$ cat config.mk
export PLATFORM = sky130hd
export DESIGN_NAME = lcd12864_frame_ctrl
export DESIGN_NICKNAME = d
export VERILOG_FILES = /design/src/rtl/lcd12864_frame_ctrl.sv
export SDC_FILE = /design/constraint.sdc
export NUM_CORES = 1
export LEC_CHECK = 0
export CAP_MARGIN = 15
export CORE_UTILIZATION = 40
export DETAILED_ROUTE_END_ITERATION = 10
export PLACE_DENSITY = 0.61
export REMOVE_ABC_BUFFERS = 1
export SETUP_SLACK_MARGIN = 0.02
export SLEW_MARGIN = 20
export SYNTH_ARGS = -nofsm -noshare
export SYNTH_HDL_FRONTEND = slang
export SYNTH_SLANG_ARGS = --single-unit
export TNS_END_PERCENT = 20
$ cat constraint.sdc
create_clock -name CLK -period 2.6 [get_ports CLK]
set_input_delay 0.26 -clock CLK [delete_from_list [all_inputs] [get_ports CLK]]
set_output_delay 0.26 -clock CLK [all_outputs]
set_load 0.005 [all_outputs]
$ cat src/rtl/lcd12864_frame_ctrl.sv
// lcd12864_frame_ctrl: panel reset, ST7565 init and full-frame streaming
// for the 12864 SPI LCD. It is the only requester of the byte writer.
//
// Ports:
//   CLK, RST              clock, synchronous active-high reset
//   Refresh_Sig           frame rewrite request (pulse or level)
//   Busy, Frame_Done      status; Frame_Done pulses once per frame
//   LCD_RSTn              panel hardware reset, active-low
//   Mem_Addr, Mem_Data    display memory {page,col}; data one cycle later
//   Start_Sig, SPI_Data   writer request and {CS_n, A0, byte}
//   Done_Sig              writer completion pulse
module lcd12864_frame_ctrl #(
   parameter int RST_LOW_CYC  = 50000,
   parameter int RST_WAIT_CYC = 250000,
   parameter int DLY_W        = 18
) (
   input  logic       CLK,
   input  logic       RST,
   input  logic       Refresh_Sig,
   output logic       Busy,
   output logic       Frame_Done,
   output logic       LCD_RSTn,
   output logic [9:0] Mem_Addr,
   input  logic [7:0] Mem_Data,
   output logic       Start_Sig,
   output logic [9:0] SPI_Data,
   input  logic       Done_Sig
);

   typedef enum logic [2:0] {
      HW_RST,
      HW_WAIT,
      INIT_CMD,
      PAGE_CMD,
      FETCH,
      DATA,
      FRAME_END,
      IDLE
   } state_t;

   localparam logic [DLY_W-1:0] LOW_LAST  = DLY_W'(RST_LOW_CYC - 1);
   localparam logic [DLY_W-1:0] WAIT_LAST = DLY_W'(RST_WAIT_CYC - 1);
   localparam logic [DLY_W-1:0] DLY_ONE   = DLY_W'(1);

   state_t           state;
   logic [DLY_W-1:0] dly;
   logic [3:0]       idx;
   logic [2:0]       page;
   logic [6:0]       col;
   logic             fetch_wait;
   logic             pending;

   function automatic logic [7:0] init_byte(input logic [3:0] i);
      logic [7:0] b;
      case (i)
         4'd0:    b = 8'hE2;
         4'd1:    b = 8'hA2;
         4'd2:    b = 8'hA0;
         4'd3:    b = 8'hC8;
         4'd4:    b = 8'h2F;
         4'd5:    b = 8'h81;
         4'd6:    b = 8'h20;
         4'd7:    b = 8'h40;
         default: b = 8'hAF;
      endcase
      return b;
   endfunction

   function automatic logic [7:0] page_byte(input logic [3:0] i,
                                            input logic [2:0] p);
      logic [7:0] b;
      case (i)
         4'd0:    b = {4'hB, 1'b0, p};
         4'd1:    b = 8'h10;
         default: b = 8'h00;
      endcase
      return b;
   endfunction

   always_ff @(posedge CLK) begin
      if (RST) begin
         state      <= HW_RST;
         dly        <= '0;
         idx        <= '0;
         page       <= '0;
         col        <= '0;
         fetch_wait <= 1'b0;
         pending    <= 1'b0;
         Start_Sig  <= 1'b0;
         SPI_Data   <= 10'h200;
         LCD_RSTn   <= 1'b0;
         Busy       <= 1'b1;
         Frame_Done <= 1'b0;
         Mem_Addr   <= '0;
      end else begin
         Frame_Done <= 1'b0;
         // Requests while busy collapse into one pending rewrite.
         if (Refresh_Sig && Busy)
            pending <= 1'b1;

         case (state)
            HW_RST: begin
               if (dly == LOW_LAST) begin
                  dly      <= '0;
                  LCD_RSTn <= 1'b1;
                  state    <= HW_WAIT;
               end else begin
                  dly <= dly + DLY_ONE;
               end
            end

            HW_WAIT: begin
               // The first command goes out on the terminal edge so
               // the post-reset wait is exactly RST_WAIT_CYC cycles.
               if (dly == WAIT_LAST) begin
                  dly       <= '0;
                  idx       <= '0;
                  Start_Sig <= 1'b1;
                  SPI_Data  <= {2'b00, init_byte(4'd0)};
                  state     <= INIT_CMD;
               end else begin
                  dly <= dly + DLY_ONE;
               end
            end

            INIT_CMD: begin
               if (!Start_Sig) begin
                  Start_Sig <= 1'b1;
                  SPI_Data  <= {2'b00, init_byte(idx)};
               end else if (Done_Sig) begin
                  Start_Sig <= 1'b0;
                  if (idx == 4'd8) begin
                     idx     <= '0;
                     page    <= '0;
                     // The power-up frame satisfies earlier requests.
                     pending <= 1'b0;
                     state   <= PAGE_CMD;
                  end else begin
                     idx <= idx + 4'd1;
                  end
               end
            end

            PAGE_CMD: begin
               if (!Start_Sig) begin
                  Start_Sig <= 1'b1;
                  SPI_Data  <= {2'b00, page_byte(idx, page)};
               end else if (Done_Sig) begin
                  Start_Sig <= 1'b0;
                  if (idx == 4'd2) begin
                     idx        <= '0;
                     col        <= '0;
                     Mem_Addr   <= {page, 7'd0};
                     fetch_wait <= 1'b0;
                     state      <= FETCH;
                  end else begin
                     idx <= idx + 4'd1;
                  end
               end
            end

            FETCH: begin
               // Address was registered on entry; data lands one
               // cycle later and is launched straight to the writer.
               if (!fetch_wait) begin
                  fetch_wait <= 1'b1;
               end else begin
                  fetch_wait <= 1'b0;
                  Start_Sig  <= 1'b1;
                  SPI_Data   <= {2'b01, Mem_Data};
                  state      <= DATA;
               end
            end

            DATA: begin
               if (Start_Sig && Done_Sig) begin
                  Start_Sig <= 1'b0;
                  if (col != 7'd127) begin
                     col      <= col + 7'd1;
                     Mem_Addr <= {page, col + 7'd1};
                     state    <= FETCH;
                  end else if (page != 3'd7) begin
                     page  <= page + 3'd1;
                     idx   <= '0;
                     state <= PAGE_CMD;
                  end else begin
                     Frame_Done <= 1'b1;
                     SPI_Data   <= 10'h200;
                     state      <= FRAME_END;
                  end
               end
            end

            FRAME_END: begin
               if (pending || Refresh_Sig) begin
                  pending <= 1'b0;
                  page    <= '0;
                  idx     <= '0;
                  state   <= PAGE_CMD;
               end else begin
                  Busy  <= 1'b0;
                  state <= IDLE;
               end
            end

            IDLE: begin
               if (Refresh_Sig) begin
                  Busy  <= 1'b1;
                  page  <= '0;
                  idx   <= '0;
                  state <= PAGE_CMD;
               end
            end

            default: state <= HW_RST;
         endcase
      end
   end

endmodule

# After elaboration in Yosys (flattened, before gate mapping)
# Memories as Yosys holds them, arrays and structs flattened. A register that Yosys moved wholly into a read port is not among the register bits.
# Index checks and enable logic that the tools add are counted.
[word_totals]
romBits = 56
ff_bits = 61
elab_cells = 162
input_bits = 12
mem_count = 1
output_inout_bits = 24
[memory_table]
columns = ["memory", "depth", "word_bits", "read_ports", "rd_clocked_by_memory_dff", "wr", "line_no", "rtl"]
rows = [
  ["(no name shown)", 8, 7, 1, 1, 0, "55", "case (i)"],
]
[classes]
add_sub_neg = 4
n_reduce_logical = 24
n_mux = 85
bitwise_logic = 2
n_eq_ne = 33
[op_table]
columns = ["cell", "n"]
rows = [
  ["$mux W10", 12],
  ["$mux W3", 24],
  ["$pmux W10 S5", 1],
  ["$mux W4", 12],
  ["$ne A2 B2 Y1 const B", 19],
  ["$mux W18", 2],
  ["$pmux W18 S2", 1],
  ["$mux W7", 5],
  ["$pmux W3 S8", 1],
  ["$pmux W4 S6", 1],
  ["$reduce_and A11 Y1", 2],
  ["$pmux W10 S2", 1],
  ["$add A18 B1 Y18 const B", 1],
  ["$eq A18 B16 Y1 const B", 1],
  ["$eq A18 B18 Y1 const B", 1],
  ["$mux W1", 17],
  ["$pmux W8 S2", 1],
  ["$pmux W7 S2", 1],
  ["$eq A3 B3 Y1 const B", 4],
  ["$pmux W3 S4", 1],
  ["$reduce_and A9 Y1", 1],
  ["$mux W8", 1],
  ["$reduce_and A4 Y1", 2],
  ["$reduce_and A8 Y1", 1],
  ["other kinds (26)", 35],
]

# Depth between registers and ports, before layout
[depth]
word_depth = 7
ltp_mapped = 11
mapped_depth_nobuf = 11

# Worst setup path after synthesis
# OpenSTA, ideal clock, no wires.
[synth_path]
kind = "flip-flop to flip-flop"
from = "register page[0]"
to = "register with a tool-made name"
t_arrival_ns = 2.266
setup_slack_ns = 0.211
setup_ns = 0.123
required_time_ns = 2.477
path_stages_with_launch = 11
path_buffers = 0
synth_period_minus_slack_ns = 2.389
path_cell_list = "dfxtp_1 > ha_1 > ha_1 > nor2b_1 > a31oi_2 > a221oi_4 > nand4_1 > a21oi_1 > inv_1 > ha_1 > mux2_1"
[synth_rtl]
columns = ["element", "line_no", "rtl"]
rows = [
  ["from (decl)", "48", "logic [2:0] page;"],
  ["from (signal assigned)", "183", "page <= page + 3'd1;"],
]

==> out/qor.txt <==
die area - 8420 um2
Tmin final - 2.46 ns
CP Class - reg -> reg
synthesized area - 3220 um2
Max Cap Viol - 0
Clock Power Share - 49.0%
Avg Inst Size Synth - 8.80 um2
async set or reset register ratio after synthesis - 0%
worst slew pin tran - 0.693 ns
final-report max-slew violation count - 0
Psw - 0.406 mW
Final Net Count - 443
initial antenna violation count - 0
Int Power - 1.56 mW
vias in the first global route - 2556
final std cells w/o fill - 526
Worst-Skew Late Latency - 0.34 ns
Setup crit end kind - register
sequential area share after synthesis - 37.9%
clock transition at the registers of the reported paths - 0.07 ns
global-route wire length before repair - 12500 um
most frequent cells in the layout - dfxtp_1, nor2_1, clkdlybuf4s50_1
Peak VDD IR - 0.000215 V
# IOs - 36
register share of total power - 48.2%
Fin. Hold Viols - 0
hold_buf cts - 0
Ant. Diodes - 0
post-synth top area cell - dfxtp_1
number of flops mapped to enable cells by yosys - 0
Pwr Density - 492 nW/um2
Tot Pwr - 1.96 mW
WL final - 7240 um
Syn-to-layout area delta - 23.8%
status - completed
Period Utilization, post-route - 94.4%
clk_skew - 0.00535 ns
YS warnings - 0
worst-path maximum fanout - 5
CTS tree - built
CP required - 2.83 ns
post-synth top area share - 37.9%
drt drc - 0
fraction of layout cells with a size suffix above 1 - 14.9%
detailed placement HPWL - 5270 um
# port buffers - 35
Num CTS Buffers - 9
sw frac - 20.7%
Final setup violation count - 0
wire per inst - 13.8 um
top_reg_cell synth - dfxtp_1
leak pwr - 1.50 nW
DRT iter0 DRCs - 141
synth unique cells - 71
Fill cells - 760
number of H-tree levels - 3
num rows - 32
initial core utilization - 41.5%
clock sink count - 61
Core Box Area - 7770 um2
worst min path class - reg -> reg
Core Util, Final - 51.4%
CTS Root Cell - clkbuf_8
combinational share of power - 2.8%
Synth Register Bits - 61
Max Root-Sink Buffers - 2
CP startpoint kind - register
Die W - 91.7 um
Placed Instance Area - 3740 um2
Post-DRT Antenna Nets - 0
Gate Count Post-Synth - 366
Vias/cell - 5.18
RSZ-0062 raised after global routing - false
GRT Util Overall - 18.9%
total number of vias - 2723
top cells by area, synth - dfxtp_1, nor2_1, ha_1
fmax - 407 MHz
Arrival @ worst endpoint - 2.68 ns
drt pass-1 iters - 4
Die H - 91.7 um
Placer Congestion - 0.805
largest net degree at the start of global routing - 29
post-layout instance area - 3990 um2
GRT Residual Overflow - 0
commonest non-fill, non-tap cell in the layout - dfxtp_1
DP Cell Count - 508
relative slew slack - 53.5%
worst max-delay path, cell delays in order (launching register included):
cell	delay, ns
dfxtp_1	0.34
ha_1	0.19
ha_1	0.20
nor2b_2	0.15
a31oi_2	0.14
a221oi_4	0.33
and4_4	0.28
a211o_1	0.16
inv_1	0.08
ha_1	0.20
mux2_1	0.27
stage by stage:
step                hold WS, ns  TNS, ns  setup slack (ns)
detailed placement        0.480  -0.0263           -0.0263
global placement          0.474        0            0.0413
finish                    0.492        0             0.145
CTS                       0.479        0            0.0526
global route              0.525        0            0.0356
floorplan                 0.329        0             0.135
area by class of cell:
class / count / area (um2) / area share [%]
well taps: 102 / 128 / 3.20
clock buffers: 12 / 155 / 3.89
flip-flops and latches: 61 / 1220 / 30.6
clock inverters: 4 / 70.1 / 1.76
repair buffers: 59 / 531 / 13.3
inverters: 15 / 56.3 / 1.41
multi-input cells: 273 / 1830 / 45.8
cell families after synthesis:
kind of cell | synth area share [%]
buf+inv | 5.51
compound gates | 18.8
mux | 3.50
fa+ha+maj | 4.66
simple gates | 24.2
xor+xnor | 5.44
flops | 37.9
layer usage:
| metal | wire length [um] | GRT usage, % | part of all wire (%) | vias to the layer above |
|---|---|---|---|---|
| met3 | 215 | 3.48 | 3.0 | 12 |
| met5 | 0 | 0 | 0 | - |
| met1 | 3520 | 24.9 | 49 | 1267 |
| met4 | 145 | 8.59 | 2.0 | 0 |
| li1 | - | - | - | 1396 |
| met2 | 3350 | 29.9 | 46 | 48 |
synthesized netlist by cell type, types with 5 or more instances:
cell and n:
nand2_1 17, clkbuf_1 6, nor3_1 6, o21ai_0 13, or3_1 5, nor2_1 55, a31oi_1 6, and2_1 7
o21a_1 5, ha_1 12, nand3_1 11, nand4_1 6, dfxtp_1 61, inv_1 15, a311oi_1 5, a21oi_1 24
xor2_1 12, mux2i_1 9, xnor2_1 8, nor2b_1 6, nand2b_1 6
power by group through the flow:
| stage | Combinational, mW | Clock, mW | Sequential (mW) |
|---|---|---|---|
| 3_3_place_gp | 0.0542 | 0 | 0.968 |
| 4_1_cts | 0.0548 | 0.982 | 0.947 |
| 3_5_place_dp | 0.0540 | 0 | 0.968 |
| 6_report | 0.0542 | 0.963 | 0.947 |
| 5_1_grt | 0.0598 | 1.02 | 0.947 |
| 2_1_floorplan | 0.0183 | 0 | 0.967 |
timing repair:
item / CTS / global route
buffers inserted: 0 / 2
endpoints found under the setup margin: 0 / 3
gates resized for setup: 0 / 4
worst paths after layout:
kind	start	endpoint	slack, ns	cells after the start
max reg2reg	page[1]	register	0.14	10
min	LCD_RSTn	LCD_RSTn	0.49	2
max	page[1]	register	0.14	10
min reg2reg	LCD_RSTn	LCD_RSTn	0.49	2
No activity file was read; power rests on OpenSTA's default activity.
